<file path="src/rtl/pong_pkg.sv">
// rtl/pong_pkg.sv - shared pong state encoding, screen geometry and colour codes
package pong_pkg;
    typedef enum logic [1:0] {
        ST_IDLE  = 2'd0,
        ST_SERVE = 2'd1,
        ST_PLAY  = 2'd2,
        ST_GOAL  = 2'd3
    } ball_state_e;

    localparam int SCREEN_H_ACTIVE = 640;
    localparam int SCREEN_V_ACTIVE = 480;

    localparam logic [2:0] RGB_BALL  = 3'b010;
    localparam logic [2:0] RGB_BLACK = 3'b000;
endpackage

</file>
<file path="src/rtl/ball_render.sv">
// rtl/ball_render.sv - combinational raster hit test and colour for the square ball
module ball_render
    import pong_pkg::*;
#(
    parameter int BALL_SIZE = 10
) (
    input  logic [9:0] x_i,
    input  logic [9:0] y_i,
    input  logic       vga_on_i,
    input  logic [9:0] ball_x_i,
    input  logic [9:0] ball_y_i,
    output logic       ball_on_o,
    output logic [2:0] rgb_o
);
    logic [10:0] x_end;
    logic [10:0] y_end;

    assign x_end = {1'b0, ball_x_i} + 11'(BALL_SIZE);
    assign y_end = {1'b0, ball_y_i} + 11'(BALL_SIZE);

    assign ball_on_o = vga_on_i
                    && (x_i >= ball_x_i) && ({1'b0, x_i} < x_end)
                    && (y_i >= ball_y_i) && ({1'b0, y_i} < y_end);
    assign rgb_o = ball_on_o ? RGB_BALL : RGB_BLACK;
endmodule

</file>
<file path="src/rtl/ball_engine.sv">
// rtl/ball_engine.sv - pong ball motion, wall/paddle bounce, goals and serve sequencing
// Define BALL_SPEEDUP_EN to raise the ball speed on every paddle hit.
module ball_engine
    import pong_pkg::*;
#(
    parameter int H_ACTIVE     = SCREEN_H_ACTIVE,
    parameter int V_ACTIVE     = SCREEN_V_ACTIVE,
    parameter int BALL_SIZE    = 10,
    parameter int SPEED_W      = 3,
    parameter int PAD_L_X      = 30,
    parameter int PAD_R_X      = 600,
    parameter int PAD_H        = 64,
    parameter int SERVE_FRAMES = 60
) (
    input  logic       clk25M,
    input  logic       reset,
    input  logic [9:0] x,
    input  logic [9:0] y,
    input  logic       vga_on,
    input  logic [9:0] pad_l_y,
    input  logic [9:0] pad_r_y,
    input  logic       start,
    output logic [9:0] ball_x,
    output logic [9:0] ball_y,
    output logic       ball_on,
    output logic [2:0] rgb,
    output logic       goal_l,
    output logic       goal_r
);
    localparam int CNT_W = (SERVE_FRAMES > 1) ? $clog2(SERVE_FRAMES) : 1;
    localparam logic [CNT_W-1:0]   SERVE_LAST = CNT_W'(SERVE_FRAMES - 1);
    localparam logic [9:0]         CX      = 10'((H_ACTIVE - BALL_SIZE) / 2);
    localparam logic [9:0]         CY      = 10'((V_ACTIVE - BALL_SIZE) / 2);
    localparam logic signed [10:0] BS      = 11'(BALL_SIZE);
    localparam logic signed [10:0] PH      = 11'(PAD_H);
    localparam logic signed [10:0] PL_X    = 11'(PAD_L_X);
    localparam logic signed [10:0] PR_X    = 11'(PAD_R_X);
    localparam logic signed [10:0] H_LAST  = 11'(H_ACTIVE - 1);
    localparam logic signed [10:0] V_LAST  = 11'(V_ACTIVE - 1);
    localparam logic signed [10:0] Y_BOT   = 11'(V_ACTIVE - BALL_SIZE);
    localparam logic [SPEED_W-1:0] SPD_ONE = SPEED_W'(1);
`ifdef BALL_SPEEDUP_EN
    localparam logic [SPEED_W-1:0] SPD_MAX = {SPEED_W{1'b1}};
`endif

    ball_state_e        state_q;
    logic [9:0]         ball_x_q, ball_y_q;
    logic               dir_x_q, dir_y_q;   // 1 = right / down
    logic [SPEED_W-1:0] speed_q;
    logic [CNT_W-1:0]   serve_cnt_q;
    logic               goal_l_q, goal_r_q;

    logic               frame_tick, step;
    logic signed [10:0] spd_s, nx, ny, y_new, pl_s, pr_s;
    logic               dir_y_new, ovl_l, ovl_r, hit_l, hit_r, miss_l, miss_r;

    assign frame_tick = (x == 10'd0) && ({1'b0, y} == 11'(V_ACTIVE + 1));
    // The last serve tick both enters PLAY and launches the ball.
    assign step = frame_tick && ((state_q == ST_PLAY) ||
                                 ((state_q == ST_SERVE) && (serve_cnt_q == SERVE_LAST)));

    always_comb begin
        spd_s     = 11'(speed_q);
        pl_s      = $signed({1'b0, pad_l_y});
        pr_s      = $signed({1'b0, pad_r_y});
        nx        = dir_x_q ? $signed({1'b0, ball_x_q}) + spd_s : $signed({1'b0, ball_x_q}) - spd_s;
        ny        = dir_y_q ? $signed({1'b0, ball_y_q}) + spd_s : $signed({1'b0, ball_y_q}) - spd_s;
        y_new     = ny;
        dir_y_new = dir_y_q;
        if (ny <= 11'sd0) begin
            y_new     = 11'sd0;
            dir_y_new = 1'b1;
        end else if (ny + BS - 11'sd1 >= V_LAST) begin
            y_new     = Y_BOT;
            dir_y_new = 1'b0;
        end
        ovl_l  = (y_new - PH + 11'sd1 <= pl_s) && (y_new + BS - 11'sd1 >= pl_s);
        ovl_r  = (y_new - PH + 11'sd1 <= pr_s) && (y_new + BS - 11'sd1 >= pr_s);
        hit_l  = !dir_x_q && (nx <= PL_X) && ovl_l;
        hit_r  = dir_x_q && (nx + BS - 11'sd1 >= PR_X) && ovl_r;
        miss_l = !dir_x_q && (nx <= 11'sd0);
        miss_r = dir_x_q && (nx + BS - 11'sd1 >= H_LAST);
    end

    always_ff @(posedge clk25M or negedge reset) begin
        if (!reset) begin
            state_q     <= ST_IDLE;
            ball_x_q    <= CX;
            ball_y_q    <= CY;
            dir_x_q     <= 1'b1;
            dir_y_q     <= 1'b1;
            speed_q     <= SPD_ONE;
            serve_cnt_q <= '0;
            goal_l_q    <= 1'b0;
            goal_r_q    <= 1'b0;
        end else begin
            goal_l_q <= 1'b0;
            goal_r_q <= 1'b0;
            if (frame_tick) begin
                case (state_q)
                    ST_IDLE: if (start) begin
                        state_q     <= ST_SERVE;
                        serve_cnt_q <= '0;
                    end
                    ST_SERVE: if (serve_cnt_q == SERVE_LAST) state_q <= ST_PLAY;
                              else serve_cnt_q <= serve_cnt_q + 1'b1;
                    ST_GOAL: begin
                        state_q     <= ST_SERVE;
                        serve_cnt_q <= '0;
                    end
                    default: ;
                endcase
                if (step) begin
                    ball_y_q <= y_new[9:0];
                    dir_y_q  <= dir_y_new;
                    if (hit_l || hit_r) begin
                        ball_x_q <= hit_l ? 10'(PAD_L_X + 1) : 10'(PAD_R_X - BALL_SIZE);
                        dir_x_q  <= hit_l;
`ifdef BALL_SPEEDUP_EN
                        if (speed_q != SPD_MAX) speed_q <= speed_q + 1'b1;
`endif
                    end else if (miss_l || miss_r) begin
                        // Next serve heads toward the player who conceded.
                        goal_r_q <= miss_l;
                        goal_l_q <= miss_r;
                        dir_x_q  <= miss_r;
                        state_q  <= ST_GOAL;
                        ball_x_q <= CX;
                        ball_y_q <= CY;
                        speed_q  <= SPD_ONE;
                    end else begin
                        ball_x_q <= nx[9:0];
                    end
                end
            end
        end
    end

    assign ball_x = ball_x_q;
    assign ball_y = ball_y_q;
    assign goal_l = goal_l_q;
    assign goal_r = goal_r_q;

    ball_render #(.BALL_SIZE(BALL_SIZE)) u_render (
        .x_i      (x),
        .y_i      (y),
        .vga_on_i (vga_on),
        .ball_x_i (ball_x_q),
        .ball_y_i (ball_y_q),
        .ball_on_o(ball_on),
        .rgb_o    (rgb)
    );
endmodule

</file>
<file path="config.mk">
export PLATFORM = sky130hd
export DESIGN_NAME = ball_engine
export DESIGN_NICKNAME = d
export VERILOG_FILES = /design/src/rtl/pong_pkg.sv /design/src/rtl/ball_render.sv /design/src/rtl/ball_engine.sv
export SDC_FILE = /design/constraint.sdc
export NUM_CORES = 1
export LEC_CHECK = 0
export BUFFER_PORTS_ARGS = -buffer_cell sky130_fd_sc_hd__buf_2
export CAP_MARGIN = 20
export CORE_ASPECT_RATIO = 0.7
export CORE_MARGIN = 2
export CORE_UTILIZATION = 55
export DETAILED_ROUTE_END_ITERATION = 12
export MAX_ROUTING_LAYER = met4
export PLACE_DENSITY_LB_ADDON = 0.15
export SKIP_LAST_GASP = 1
export SLEW_MARGIN = 0
export SYNTH_ARGS = -nofsm -noshare
export SYNTH_HDL_FRONTEND = slang
export SYNTH_SLANG_ARGS = --single-unit
</file>
<file path="constraint.sdc">
create_clock -name clk25M -period 5.5 [get_ports clk25M]
set_clock_uncertainty 0.05 [all_clocks]
set_input_delay 0.275 -clock clk25M [delete_from_list [all_inputs] [get_ports clk25M]]
set_output_delay 0.275 -clock clk25M [all_outputs]
set_load 0.02 [all_outputs]
</file>
# Word level (Yosys, flattened, before mapping)
# Index checks and enable logic that the tools add are counted.
dict set report op_classes {
  eq_ne 7
  reduce_logical 28
  addsub 15
  muxes 31
  order_cmp 14
}
# cell n
set op_table {}
lappend op_table {{$mux 10} 5}
lappend op_table {{$mux 11} 4}
lappend op_table {{$add 11x5->11 const B} 3}
lappend op_table {{$sub 11x2->11 const B} 3}
lappend op_table {{$add 10x1->11 const B} 2}
lappend op_table {{$add 10x4->11 const B} 2}
lappend op_table {{$ge 11x11->1} 2}
lappend op_table {{$ge 11x11->1 const B} 2}
lappend op_table {{$le 11x1->1 const B} 2}
lappend op_table {{$le 11x11->1} 2}
lappend op_table {{$lt 10x11->1} 2}
lappend op_table {{$sub 10x1->11 const B} 2}
lappend op_table {{$ge 10x10->1} 2}
lappend op_table {{$pmux 6 s3} 1}
lappend op_table {{$logic_and 1x1->1} 15}
lappend op_table {{$mux 1} 12}
lappend op_table {{$mux 2} 6}
lappend op_table {{$mux 6} 2}
lappend op_table {{$add 11x2->11 const B} 1}
lappend op_table {{$ge 11x10->1 const B} 1}
lappend op_table {{$le 11x6->1 const B} 1}
lappend op_table {{$sub 11x8->11 const B} 1}
lappend op_table {{$eq 10x9->1 const B} 1}
lappend op_table {{$logic_not 10->1} 1}
lappend op_table {{other kinds (14)} 20}
dict set report word_totals {
  inputBits 44
  output_inout_bits 26
  reg_bits 32
}

# Longest topological paths before layout
dict set report logic_depth {
  word_depth 16
  depth_mapped 31
}

# Cells and area by module
# Synthesis repeated with hierarchy kept, for this count alone.
dict set report unflattened {
  cells_unflattened 744
  hier_area_um2 5914.4
}
# mod seq_area_each_um2 instances cells_each area_each_um2
set modules_own_cells {}
lappend modules_own_cells {ball_engine 818.3 1 598 4754.6}
lappend modules_own_cells {ball_render 0.0 1 146 1159.9}

# Worst setup path after synthesis
# Ideal clock, no wire load.
dict set report synth_timing {
  kind {register to register}
  startpoint {register ball_y_q[0], in the netlist ball_y[0]}
  endpoint {register ball_y_q[4], in the netlist ball_y[4]}
  slack_ns -0.602
  path_stages_with_launch 30
  path_buffers 3
  arrival_ns 5.933
  path_cell_list {dfstp_2 inv_1 fa_1 nand2b_1 a2111oi_2 a211o_1 o2111ai_2 nor4b_2 a221oi_2 and2_1 buf_6 buf_2 a21oi_1 ha_1 nand2_1 nor3_1 nand2_1 nor2_1 xnor2_1 ha_1 and4_1 nand3_1 a21oi_1 a211oi_1 a2111oi_0 a21oi_1 a31oi_2 nand3b_1 buf_4 and2_1}
}
dict set report synth_between {
  elab_chain_len 14
}
# item line
set synth_lines {}
lappend synth_lines {{from (decl)} ball_engine.sv:47} ;# logic [9:0] ball_x_q, ball_y_q;
lappend synth_lines {{from (signal assigned)} ball_engine.sv:114} ;# ball_y_q <= y_new[9:0];
lappend synth_lines {{$sub 10x1->11 or $add 10x1->11 (tied branches)} ball_engine.sv:67} ;# ny = dir_y_q ? $signed({1'b0, ball_y_q}) + spd_s : $signed({1'b0, ball_y_q}) - spd_s;
lappend synth_lines {{$mux 11 *} ball_engine.sv:67}
lappend synth_lines {{$add 11x5->11} ball_engine.sv:73} ;# end else if (ny + BS - 11'sd1 >= V_LAST) begin
lappend synth_lines {{$sub 11x2->11} ball_engine.sv:73}
lappend synth_lines {{$ge 11x10->1} ball_engine.sv:73}
lappend synth_lines {{$mux 11} ball_engine.sv:73}
lappend synth_lines {{$mux 11 *} ball_engine.sv:70} ;# if (ny <= 11'sd0) begin
lappend synth_lines {{$sub 11x8->11 or $add 11x5->11 (tied branches)} {ball_engine.sv:77, ball_engine.sv:78}}
lappend synth_lines {{$add 11x2->11 or $sub 11x2->11 (tied branches)} {ball_engine.sv:77, ball_engine.sv:78}}
lappend synth_lines {{$le 11x11->1 (tied with other cells)} ball_engine.sv:77} ;# ovl_l = (y_new - PH + 11'sd1 <= pl_s) && (y_new + BS - 11'sd1 >= pl_s);
lappend synth_lines {{$logic_and 1x1->1 (on tied branches)} {ball_engine.sv:77, ball_engine.sv:78}}
lappend synth_lines {{$logic_and 1x1->1 (on tied branches)} {ball_engine.sv:79, ball_engine.sv:80}}
lappend synth_lines {{$logic_or 1x1->1} ball_engine.sv:116} ;# if (hit_l || hit_r) begin
lappend synth_lines {{$mux 10 *} ball_engine.sv:116}
# Every way passes the cells marked *; elsewhere a longest branch is shown, timed or not.
# A chain may end at the register's enable or synchronous reset.

# Worst setup path in the final report
dict set report layout_timing {
  startpoint {register dir_y_q}
  endpoint {register ball_y_q[4], in the netlist ball_y[4]}
}
dict set report layout_between {
  elab_chain_len 13
}
# item line
set layout_lines {}
lappend layout_lines {{from (decl)} ball_engine.sv:48} ;# logic dir_x_q, dir_y_q;
lappend layout_lines {{from (signal assigned)} ball_engine.sv:115} ;# dir_y_q <= dir_y_new;
lappend layout_lines {{$mux 11 *} ball_engine.sv:67}
lappend layout_lines {{$add 11x5->11} ball_engine.sv:73}
lappend layout_lines {{$sub 11x2->11} ball_engine.sv:73}
lappend layout_lines {{$ge 11x10->1} ball_engine.sv:73}
lappend layout_lines {{$mux 11} ball_engine.sv:73}
lappend layout_lines {{$mux 11 *} ball_engine.sv:70}
lappend layout_lines {{$sub 11x8->11 or $add 11x5->11 (tied branches)} {ball_engine.sv:77, ball_engine.sv:78}}
lappend layout_lines {{$add 11x2->11 or $sub 11x2->11 (tied branches)} {ball_engine.sv:77, ball_engine.sv:78}}
lappend layout_lines {{$le 11x11->1 (tied with other cells)} ball_engine.sv:77}
lappend layout_lines {{$logic_and 1x1->1 (on tied branches)} {ball_engine.sv:77, ball_engine.sv:78}}
lappend layout_lines {{$logic_and 1x1->1 (on tied branches)} {ball_engine.sv:79, ball_engine.sv:80}}
lappend layout_lines {{$logic_or 1x1->1} ball_engine.sv:116}
lappend layout_lines {{$mux 10 *} ball_engine.sv:116}
# Marked as above.

==> flow_summary.yaml <==
yosys:
  synthCells: 726
  synth_edf_count: 0
  synthDominantCellAreaShare: 0.223
  synth-compound-area-share: 0.291
  netlist-cell-type-count: 83
  synth_xor_area_frac: 0.0518
  async_reset_ff_frac: 1.00
  netlist_area_sq_um: 5680
  yosysWarnings: 0
  synth-seq-cells: 32
  synth_fa_ha_area_frac: 0.230
  synth_top_cell_by_area: "ha_1"
  syn_avg_cell_area_sq_um: 7.82
  synth_seq_area_share: 0.144
  yosys.area_share.simple: 0.217
  synth.area.mux_share: 0.00529
  synth_ff_type: "dfrtp_1"
  synthTopCellsByArea: "ha_1 (22%), dfrtp_1 (7.9%), dfstp_2 (6.5%), o21ai_0 (4.9%), a21oi_1 (4.5%)"
  synth_top_family_by_area: "compound AO/OA/AOI/OAI gates"
timing:
  final_max_slew_viol_count: 0
  finalSetupViolations: 23
  hold_viol: 0
  rsz0062_at_grt: "yes"
  tightest_slew_ns: 0.721
  fin_crit_sh: 1.05
  max_slew_margin: 0.519
  clock.fmax_ghz: 0.174
  timing.final.ws_setup_ns: -0.258
  finalCriticalPeriod_ns: 5.76
layout:
  diodes: 0
  drive_above_1_share: 0.324
  final_nets: 1039
  design_area_sq_um: 7470
  syn2layout_area_growth_pct: 31.6
grt:
  antenna_found_initial: 0
  grt_pass1_vias: 5926
  grt_max_degree: 33
  track_usage: 0.328
  grt_pass1_wl_microns: 28900
  grt-ovfl-total: 0
floorplanning:
  dieWidth_microns: 125
  die-height_microns: 89.0
  ioPinCount: 70
  start_util: 0.575
  core_sq_um: 9870
  die_area_sq_um: 11200
  rows: 30
placed_design:
  pre_cts_slack_ns: -0.282
  hpwlAfterDp_microns: 14200
  placed_cell_area_sq_um: 6870
  port_buffers: 67
  globalplace.congestion: 1.02
clock_tree:
  cts_num_sinks: 32
  htree_levels: 2
  hold_buffers: 0
  clk_pin_slew_worst_paths_ns: 0.05
  cts_tree: "yes"
  clk_path_buf_depth: 2
  clock-root-buffer: "clkbuf_16"
  cts_buffers: 5
  insertion_delay_ns: 0.28
setup_path:
  r2r_slack_ns: -0.26
  cp.required_ns: 5.61
  critPathSlowestCell: "dfstp_2"
  reg2reg_depth: 28
  crit_arrival_ns: 5.87
  cp_slowest_stage_delay_ns: 0.57
  r2r_end: "ball_y[4]$_DFFE_PN0P_"
  critPathKind: "reg2reg"
  cp_common_cell: "nand2_2"
  startpoint: "dir_y_q$_DFFE_PN1P_"
  endpoint: "ball_y[4]$_DFFE_PN0P_"
  r2r_start: "dir_y_q$_DFFE_PN1P_"
  critical_path.endpoint_type: "flip-flop"
  path_max_fanout: 11
  startpoint_type: "flip-flop"
power_and_ir_drop:
  sequentialPowerShare: 0.371
  power_per_cell_area_nw_per_um2: 85.3
  netSwitchingFraction: 0.228
  irDropWorstVdd_uv: 159
  p_leak_nw: 3.45
  power_frac_clock: 0.482
  p_comb_frac: 0.147
  internal-power_uw: 492
  p_sw_uw: 145
routing:
  drcViolationCount: 0
  via_per_inst: 6.22
  ant_nets: 0
  met3_length_microns: 1400
  finalWirelength_microns: 18300
  drt_pass1_iterations: 5
  highest_layer: "met4"
  drtIter0Drc: 492
  wl_met2_microns: 8020
  m1WireLength_microns: 8440
  dr_total_vias: 6350
  routedWlPerCell_microns: 17.9
outcome:
  violations: "setup timing"
  outcome: "finished with violations"
worst_hold_path:
  hp-class: "in2async"
run:
  cap_violations: 0
[power groups by stage]
| stage | registers [mW] | logic [mW] | clock network [mW] |
|---|---|---|---|
| floorplan | 0.240 | 0.0473 | 0 |
| detailed placement | 0.240 | 0.0861 | 0 |
| global route | 0.236 | 0.105 | 0.318 |
| CTS | 0.236 | 0.0895 | 0.308 |
| finish | 0.236 | 0.0935 | 0.307 |
| global placement | 0.240 | 0.0814 | 0 |
[synth_stat cells (6+ instances only)]
| cell | instances |
|---|---|
| a31oi_1 | 12 |
| clkbuf_1 | 9 |
| o211ai_1 | 15 |
| inv_1 | 59 |
| ha_1 | 101 |
| nor2b_1 | 12 |
| xor2_1 | 8 |
| o21ai_0 | 55 |
| nand4_1 | 7 |
| dfrtp_1 | 18 |
| and2_1 | 10 |
| buf_2 | 6 |
| o21a_1 | 6 |
| nor2_1 | 42 |
| nor4_1 | 9 |
| a211oi_1 | 7 |
| dfstp_2 | 14 |
| nand2_1 | 65 |
| a21oi_1 | 51 |
| nor3_1 | 18 |
| xnor2_1 | 20 |
| a21o_1 | 21 |
| nand2b_1 | 16 |
| nand3_1 | 18 |
| or2_2 | 7 |
[worst max-delay path: cells and delay by family (launching register included)]
kind                     cells  cell delay (ns)
AND/OR/NAND/NOR              7             0.97
adder cells (fa/ha/maj)      3             0.87
AO/OA/AOI/OAI               13             2.57
flip-flops                   1             0.57
XOR/XNOR                     1             0.13
buffers and inverters        4             0.48
[stage by stage]
stage          hold WS, ns  power, mW  cells   util  setup TNS [ns]
3_5_place_dp         0.311      0.326    998  0.696           -4.93
6_report            0.0124      0.637   1021  0.756           -4.41
4_1_cts             0.0272      0.633   1015  0.733        -0.00226
5_1_grt             0.0595      0.659   1021  0.756           -9.53
2_1_floorplan      -0.0706      0.287    727      -           -1.13
3_3_place_gp         0.306      0.321    998  0.696           -2.98
[cells in the final DEF, fill, tap and decap left out, drive strengths merged, types with 6 or more instances in the layout]
master | Yosys | layout
a21oi | 52 | 52
nor2b | 12 | 12
nor3 | 18 | 18
xnor2 | 22 | 22
a21o | 21 | 21
o21ai | 59 | 59
and2 | 11 | 11
dfrtp | 18 | 18
ha | 101 | 101
nor4 | 9 | 9
a31oi | 13 | 13
o2111ai | 6 | 6
nand2 | 65 | 65
nand2b | 16 | 16
nand4 | 7 | 7
a2111oi | 8 | 8
buf | 13 | 180
xor2 | 9 | 9
nor2 | 42 | 42
nand3 | 18 | 18
o21a | 7 | 7
dfstp | 14 | 14
o211ai | 15 | 15
clkbuf | 9 | 6
inv | 59 | 59
or2 | 8 | 8
a211oi | 10 | 10
[worst min-delay path by stage]
stage | from | end | slack, ns | cells after the start
3_5_place_dp | reset | serve_cnt_q[1]$_DFFE_PN0P_ | 0.31 | 1
3_3_place_gp | reset | serve_cnt_q[0]$_DFFE_PN0P_ | 0.31 | 1
4_1_cts | reset | ball_y[2]$_DFFE_PN0P_ | 0.03 | 1
5_1_grt | reset | ball_y[2]$_DFFE_PN0P_ | 0.06 | 1
6_report | reset | ball_y[2]$_DFFE_PN0P_ | 0.01 | 1
2_1_floorplan | reset | ball_x[2]$_DFFE_PN0P_ | -0.07 | 0
[cell families (layout without fill, tap and decap cells)]
group / after synthesis / count (layout)
adder cells (fa/ha/maj): 103 / 103
other: 1 / 2
buffers and inverters: 81 / 247
AO/OA/AOI/OAI: 237 / 237
flip-flops: 32 / 32
multiplexers: 3 / 3
XOR/XNOR: 31 / 31
AND/OR/NAND/NOR: 238 / 238
[state kept, by name, summed over array words and instances, names as in the netlist]
name	count
ball_x	10
ball_y	10
serve_cnt_q	6
state_q	2
dir_x_q	1
dir_y_q	1
goal_l	1
goal_r	1
[per-layer routing]
layer  up-vias  track usage
met2       311        0.518
met4         0       0.0798
li1       3028            -
met1      2962        0.449
met5         -            -
met3        49       0.0461
[final cells by class]
class | count | area [sq um]
clock buffer | 6 | 129
clock inverter | 2 | 35.0
fill | 732 | 2400
inverter | 59 | 226
multi-input combinational | 614 | 4910
sequential | 32 | 818
tap | 128 | 160
timing repair buffer | 180 | 1190
[timing repair]
item	in CTS	in global routing
endpoints found under the setup margin	23	23
setup buffers	9	5
hold endpoints to repair	0	0
resized for setup	32	37
pin swaps	19	20
Note: power is estimated with default switching activity, not from simulation.
